**src/rtl/rv32i_pkg.sv**
```systemverilog
// Shared RV32I definitions for the memory stage: opcodes, access sizes,
// writeback source selects, FSM states and the writeback context record.
package rv32i_pkg;

  localparam logic [6:0] OP_LOAD  = 7'b0000011;
  localparam logic [6:0] OP_STORE = 7'b0100011;

  localparam logic [1:0] SZ_B = 2'b00;
  localparam logic [1:0] SZ_H = 2'b01;
  localparam logic [1:0] SZ_W = 2'b10;

  localparam logic [1:0] SRC_MEM = 2'd0;
  localparam logic [1:0] SRC_IO  = 2'd1;
  localparam logic [1:0] SRC_ALU = 2'd2;

  typedef enum logic {IDLE, IO_WAIT} state_t;

  typedef struct packed {
    logic [31:0] pc;
    logic [31:0] iw;
    logic [31:0] alu;
    logic [4:0]  wb_reg;
    logic        wb_en;
    logic [1:0]  src_sel;
  } wb_ctx_t;

  localparam wb_ctx_t CTX_BUBBLE = '{pc: '0, iw: '0, alu: '0, wb_reg: '0,
                                     wb_en: 1'b0, src_sel: SRC_ALU};

endpackage

```
**src/rtl/rv32i_store_align.sv**
```systemverilog
// Byte-enable and store-lane alignment for byte/half/word accesses, with
// misalignment detection (enables are forced off on a misaligned access).
module rv32i_store_align
  import rv32i_pkg::*;
(
  input  logic [1:0]  i_size,
  input  logic [1:0]  i_off,
  input  logic [31:0] i_data,
  output logic [3:0]  o_be,
  output logic [31:0] o_wdata,
  output logic        o_misaligned
);

  // NOTE: every output gets a default first so no path leaves it unassigned (no latches).
  always_comb begin
    o_misaligned = 1'b0;
    o_be         = 4'b1111;
    case (i_size)
      SZ_B: o_be = 4'b0001 << i_off;
      SZ_H: begin
        o_be         = 4'b0011 << i_off;
        o_misaligned = i_off[0];
      end
      default: o_misaligned = (i_off != 2'b00);
    endcase
    if (o_misaligned) o_be = 4'b0000;
    o_wdata = i_data << {i_off, 3'b000};
  end

endmodule

```
**src/rtl/rv32i_mem_stage.sv**
```systemverilog
// RV32I memory-access stage: steers loads/stores to data RAM or IO space,
// runs the IO req/ack handshake and registers the writeback context.
module rv32i_mem_stage
  import rv32i_pkg::*;
#(
  parameter int          MEM_ADDR_W = 14,
  parameter logic [31:0] IO_BASE    = 32'h0002_0000
) (
  input  logic                  clk,
  input  logic                  reset,
  input  logic                  valid_in,
  input  logic [31:0]           pc_in,
  input  logic [31:0]           iw_in,
  input  logic [31:0]           alu_in,
  input  logic [31:0]           rs2_data_in,
  input  logic [4:0]            wb_reg_in,
  input  logic                  wb_en_in,
  output logic                  stall_out,
  output logic [MEM_ADDR_W-1:0] memif_addr,
  output logic                  memif_we,
  output logic [3:0]            memif_be,
  output logic [31:0]           memif_wdata,
  output logic                  io_req,
  output logic                  io_we,
  output logic [31:0]           io_addr,
  output logic [3:0]            io_be,
  output logic [31:0]           io_wdata,
  input  logic                  io_ack,
  output logic [31:0]           pc_out,
  output logic [31:0]           iw_out,
  output logic [31:0]           alu_out,
  output logic [4:0]            wb_reg_out,
  output logic                  wb_en_out,
  output logic [1:0]            src_sel_out,
  output logic                  misalign_err,
  output logic                  df_mem_enable,
  output logic [4:0]            df_mem_reg,
  output logic [31:0]           df_mem_data
);

  state_t      r_state, w_state_next;
  wb_ctx_t     r_ctx, w_ctx_next, w_in_ctx, r_hold_ctx;
  logic        r_misalign, w_misalign_next;
  logic        r_hold_we, w_capture;
  logic [3:0]  r_hold_be;
  logic [31:0] r_hold_wdata;

  logic        w_is_load, w_is_store, w_is_mem, w_is_io, w_misaligned, w_io_start;
  logic [3:0]  w_be;
  logic [31:0] w_wdata;

  assign w_is_load  = valid_in && (iw_in[6:0] == OP_LOAD);
  assign w_is_store = valid_in && (iw_in[6:0] == OP_STORE);
  assign w_is_mem   = w_is_load || w_is_store;
  assign w_is_io    = (alu_in[31:16] == IO_BASE[31:16]);
  assign w_io_start = w_is_mem && w_is_io && !w_misaligned;

  rv32i_store_align u_align (
    .i_size       (iw_in[13:12]),
    .i_off        (alu_in[1:0]),
    .i_data       (rs2_data_in),
    .o_be         (w_be),
    .o_wdata      (w_wdata),
    .o_misaligned (w_misaligned)
  );

  // RAM port is combinational; IO-space stores never strobe the RAM.
  assign memif_addr  = alu_in[MEM_ADDR_W+1:2];
  assign memif_wdata = w_wdata;
  assign memif_we    = w_is_store && !w_is_io && !w_misaligned && !stall_out;
  assign memif_be    = memif_we ? w_be : 4'b0000;

  always_comb begin
    w_in_ctx = CTX_BUBBLE;
    if (valid_in) begin
      w_in_ctx.pc      = pc_in;
      w_in_ctx.iw      = iw_in;
      w_in_ctx.alu     = alu_in;
      w_in_ctx.wb_reg  = wb_reg_in;
      w_in_ctx.wb_en   = wb_en_in && !(w_is_mem && w_misaligned);
      w_in_ctx.src_sel = w_is_load ? (w_is_io ? SRC_IO : SRC_MEM) : SRC_ALU;
    end
  end

  always_comb begin
    w_state_next    = r_state;
    w_ctx_next      = w_in_ctx;
    w_misalign_next = 1'b0;
    w_capture       = 1'b0;
    stall_out       = 1'b0;
    io_req          = 1'b0;
    io_we           = 1'b0;
    io_addr         = alu_in;
    io_be           = 4'b0000;
    io_wdata        = w_wdata;
    case (r_state)
      IDLE: begin
        w_misalign_next = w_is_mem && w_misaligned;
        if (w_io_start) begin
          io_req = 1'b1;
          io_we  = w_is_store;
          io_be  = w_be;
          // An access not acknowledged immediately is parked and the slot bubbles.
          if (!io_ack) begin
            w_state_next = IO_WAIT;
            w_ctx_next   = CTX_BUBBLE;
            w_capture    = 1'b1;
          end
        end
      end
      IO_WAIT: begin
        stall_out  = 1'b1;
        io_req     = 1'b1;
        io_we      = r_hold_we;
        io_addr    = r_hold_ctx.alu;
        io_be      = r_hold_be;
        io_wdata   = r_hold_wdata;
        w_ctx_next = io_ack ? r_hold_ctx : CTX_BUBBLE;
        if (io_ack) w_state_next = IDLE;
      end
      default: w_state_next = IDLE;
    endcase
  end

  // NOTE: sequential state uses non-blocking assignments so all registers update together.
  always_ff @(posedge clk) begin
    if (!reset) begin
      r_state    <= IDLE;
      r_ctx      <= CTX_BUBBLE;
      r_misalign <= 1'b0;
    end else begin
      r_state    <= w_state_next;
      r_ctx      <= w_ctx_next;
      r_misalign <= w_misalign_next;
    end
  end

  // NOTE: the parked-access copy is only read in IO_WAIT, so it carries no reset.
  always_ff @(posedge clk) begin
    if (w_capture) begin
      r_hold_ctx   <= w_in_ctx;
      r_hold_we    <= w_is_store;
      r_hold_be    <= w_be;
      r_hold_wdata <= w_wdata;
    end
  end

  assign pc_out        = r_ctx.pc;
  assign iw_out        = r_ctx.iw;
  assign alu_out       = r_ctx.alu;
  assign wb_reg_out    = r_ctx.wb_reg;
  assign wb_en_out     = r_ctx.wb_en;
  assign src_sel_out   = r_ctx.src_sel;
  assign misalign_err  = r_misalign;
  assign df_mem_enable = r_ctx.wb_en;
  assign df_mem_reg    = r_ctx.wb_reg;
  assign df_mem_data   = r_ctx.alu;

endmodule

```
**config.mk**
```make
export PLATFORM = sky130hd
export DESIGN_NAME = rv32i_mem_stage
export DESIGN_NICKNAME = d
export VERILOG_FILES = /design/src/rtl/rv32i_pkg.sv /design/src/rtl/rv32i_store_align.sv /design/src/rtl/rv32i_mem_stage.sv
export SDC_FILE = /design/constraint.sdc
export NUM_CORES = 1
export LEC_CHECK = 0
export CORE_AREA = 2 2 155 157
export DETAILED_ROUTE_END_ITERATION = 10
export DIE_AREA = 0 0 157 159
export DONT_BUFFER_PORTS = 1
export GPL_ROUTABILITY_DRIVEN = 0
export PLACE_DENSITY_LB_ADDON = 0.2
export SYNTH_ARGS = -nofsm -noshare
export SYNTH_HDL_FRONTEND = slang
export SYNTH_HIERARCHICAL = 1
export SYNTH_SLANG_ARGS = --single-unit
```
**constraint.sdc**
```tcl
create_clock -name clk -period 16.29 [get_ports clk]
set_input_delay 2.4435 -clock clk [delete_from_list [all_inputs] [get_ports clk]]
set_output_delay 2.4435 -clock clk [all_outputs]
set_load 0.005 [all_outputs]
```
==> impl_metrics.env <==
export IMPL_outcome="complete, no violations"
export IMPL_max_freq_ghz=0.147
export IMPL_top_layer="met4"
export IMPL_largest_register_ffs=104
export IMPL_setup_viol_count_final=0
export IMPL_power_leakage_uw=0.00413
export IMPL_gr_total_overflow=0
export IMPL_wl_met3_mm=2.40
export IMPL_fillers=2029
export IMPL_io_pins=403
export IMPL_layout_drive_gt1_share=0.163
export IMPL_synth_xor_area_frac=0.00169
export IMPL_hold_violations=0
export IMPL_rsz0062_at_grt="false"
export IMPL_synth_top_family_by_area="simple AND/OR/NAND/NOR gates"
export IMPL_r2r_setup_slack_ps=13100
export IMPL_yosys_register_bits=247
export IMPL_min_period_ps=6800
export IMPL_wl_met1_mm=9.89
export IMPL_tightest_slew_ps=1040
export IMPL_cts_resized=0
export IMPL_clockBufferDepth=3
export IMPL_wl_per_cell_um=23.6
export IMPL_drtPass1Iterations=5
export IMPL_fin_setup_tns_ps=0
export IMPL_ant_nets=0
export IMPL_synthAdderAreaFrac=0
export IMPL_synth_compound_area_frac=0.102
export IMPL_rr_startpoint="r_state"
export IMPL_regMostFlops="r_hold_ctx"
export IMPL_ys_seq_area_frac=0.612
export IMPL_core_area_um2=23200
export IMPL_power_switching_uw=283
export IMPL_p_sw_frac=0.209
export IMPL_syn_nets=934
export IMPL_drc_errors=0
export IMPL_grt_pass1_wl_mm=37.2
export IMPL_critPathRequiredTime_ps=13850
export IMPL_period_share=0.417
export IMPL_area_delta_synth_final_pct=6.75
export IMPL_cts_tree="done"
export IMPL_vias=6030
export IMPL_p_comb_frac=0.045
export IMPL_syn_cell_area_um2=10400
export IMPL_path_clk_slew_ps=60
export IMPL_post_route_cell_area_um2=11100
export IMPL_antenna_found_initial=0
export IMPL_ir_worst_vdd_uv=78.9
export IMPL_placed_cell_area_um2=10200
export IMPL_die_area_um2=25000
export IMPL_grtUsageTotal=0.192
export IMPL_cts_sinks=247
export IMPL_finalMaxSlewViolations=0
export IMPL_wl_met2_mm=12.0
export IMPL_avgSynthCellArea_um2=13.0
export IMPL_r2r_end="iw_out[15]"
export IMPL_ys_warn_count=6
export IMPL_hp_start="r_hold_ctx[99]"
export IMPL_num_rows=56
export IMPL_min_path_type="reg -> reg"
export IMPL_slew_headroom=0.308
export IMPL_io_buffers=0
export IMPL_sequentialPowerShare=0.500
export IMPL_path_class="in -> out"
export IMPL_netlist_instances=796
export IMPL_via_per_inst=5.66
export IMPL_cap_viol_max_count=0
export IMPL_die_x_um=157
export IMPL_initial_utilization=0.448
export IMPL_path_max_fanout=32
export IMPL_cp_arrival_ps=4350
export IMPL_worst_r2r_cell_count=6
export IMPL_drtIter0Drc=460
export IMPL_dp_hpwl_mm=17.2
export IMPL_p_int_uw=1070
export IMPL_start_kind="input port"
export IMPL_ys_types=41
export IMPL_clock_latency_ps=540
export IMPL_async_flop_share=0
export IMPL_finalWirelength_mm=25.1
export IMPL_grt_max_degree=104
export IMPL_cts_made_buffers=28
export IMPL_grt_pass1_vias=6023
export IMPL_cellPowerDensity_nw_per_um2=122
export IMPL_ctsRootBufferMaster="clkbuf_16"
export IMPL_cp_startpoint="alu_in[1]"
export IMPL_die_y_um=159
export IMPL_synth_top_area_share=0.408
export IMPL_cp_end_kind="output port"
export IMPL_synthFlopType="edfxtp_1"
export IMPL_post_cts_buffers=0
export IMPL_synth_top_area_cell="edfxtp_1"
export IMPL_netlist_top_cells_area="edfxtp_1 (41%), dfxtp_1 (20%), a22o_1 (7.6%)"
export IMPL_htree_levels=1
export IMPL_ctsHoldBuffers=0
export IMPL_synthMuxAreaShare=0.100
export IMPL_nets=863
export IMPL_synthSimpleGateAreaFrac=0.109
export IMPL_synth_edf_count=141
export IMPL_diodes=0
export IMPL_crit_end="io_be[0]"
export IMPL_skew_ps=19.1
export IMPL_clkPwrFrac=0.455
[metal layers]
metal,track usage,vias to the layer above
met4,0.0688,0
met1,0.245,2951
met2,0.308,353
met5,0,-
li1,-,2671
met3,0.0596,55
[worst min-delay path by stage]
stage / endpoint / slack, ps / cells past startpoint
2_1_floorplan: iw_out[0] / 440 / 1
3_3_place_gp: iw_out[30] / 450 / 1
3_5_place_dp: iw_out[23] / 450 / 1
4_1_cts: iw_out[5] / 440 / 1
5_1_grt: iw_out[5] / 460 / 1
6_report: pc_out[27] / 440 / 1
[cells in the final DEF, fill, tap and decap left out, types with 2 or more instances in the layout]
cell type,count
mux2i_1,32
nor3_1,3
buf_4,6
o21ai_0,14
mux2_2,64
bufinv_16,2
and4_1,2
nor4b_2,2
clkbuf_16,29
or3_1,2
clkinv_2,2
nand2b_1,3
and2_1,116
dfxtp_1,105
edfxtp_1,141
inv_1,22
a22o_1,90
a21oi_1,3
clkbuf_8,3
nor2_1,14
nand2_1,26
nor4_1,4
nand3_1,15
nor2b_1,2
clkbuf_1,14
o2bb2ai_1,8
o31ai_2,4
[area by class of cell]
class                      count  area, µm²  share of cell area
clock buffer                  46        820              0.0740
clock inverter                 6       95.1             0.00858
inverter                      23       86.3             0.00779
multi-input combinational    419       3280               0.296
sequential                   247       6360               0.574
tap                          319        399              0.0360
timing repair buffer           6       45.0             0.00406
[power groups by stage]
stage	logic [µW]	registers (µW)	clock network [µW]
2_1_floorplan	63.6	687	0
3_3_place_gp	59.7	691	0
3_5_place_dp	61.1	691	0
4_1_cts	61.3	678	633
5_1_grt	66.5	678	659
6_report	60.8	677	617
[per-stage QoR]
stage	hold slack, ps	setup WS [ps]	std cells	utilization	total power (µW)
after global routing	459	9350	1066	0.478	1400
after floorplan	442	6500	796	-	751
after CTS	442	9470	1066	0.478	1370
after global placement	446	9590	1014	0.438	751
after detailed placement	451	9470	1014	0.438	752
final	445	9490	1066	0.478	1350
[synthesized netlist by cell type, types with 14 or more instances]
cell type / count
and2_1: 116
a22o_1: 90
dfxtp_1: 106
nor2_1: 15
o21ai_0: 14
inv_1: 22
buf_4: 55
clkbuf_1: 34
mux2i_1: 32
mux2_2: 64
edfxtp_1: 141
nand3_1: 15
nand2_1: 26
[worst max-delay path, cell delays in order]
cell     delay, ps
nor2_1         690
nor2_1         280
or3_1          610
o31ai_2        310
[cells by family (layout without fill, tap and decap cells)]
kind of cell,Yosys count,in the layout
flops,247,247
buf+inv,130,81
compound gates,125,125
mux,96,96
xor+xnor,2,2
simple gates,196,196
No activity file was read; power rests on OpenSTA's default activity.
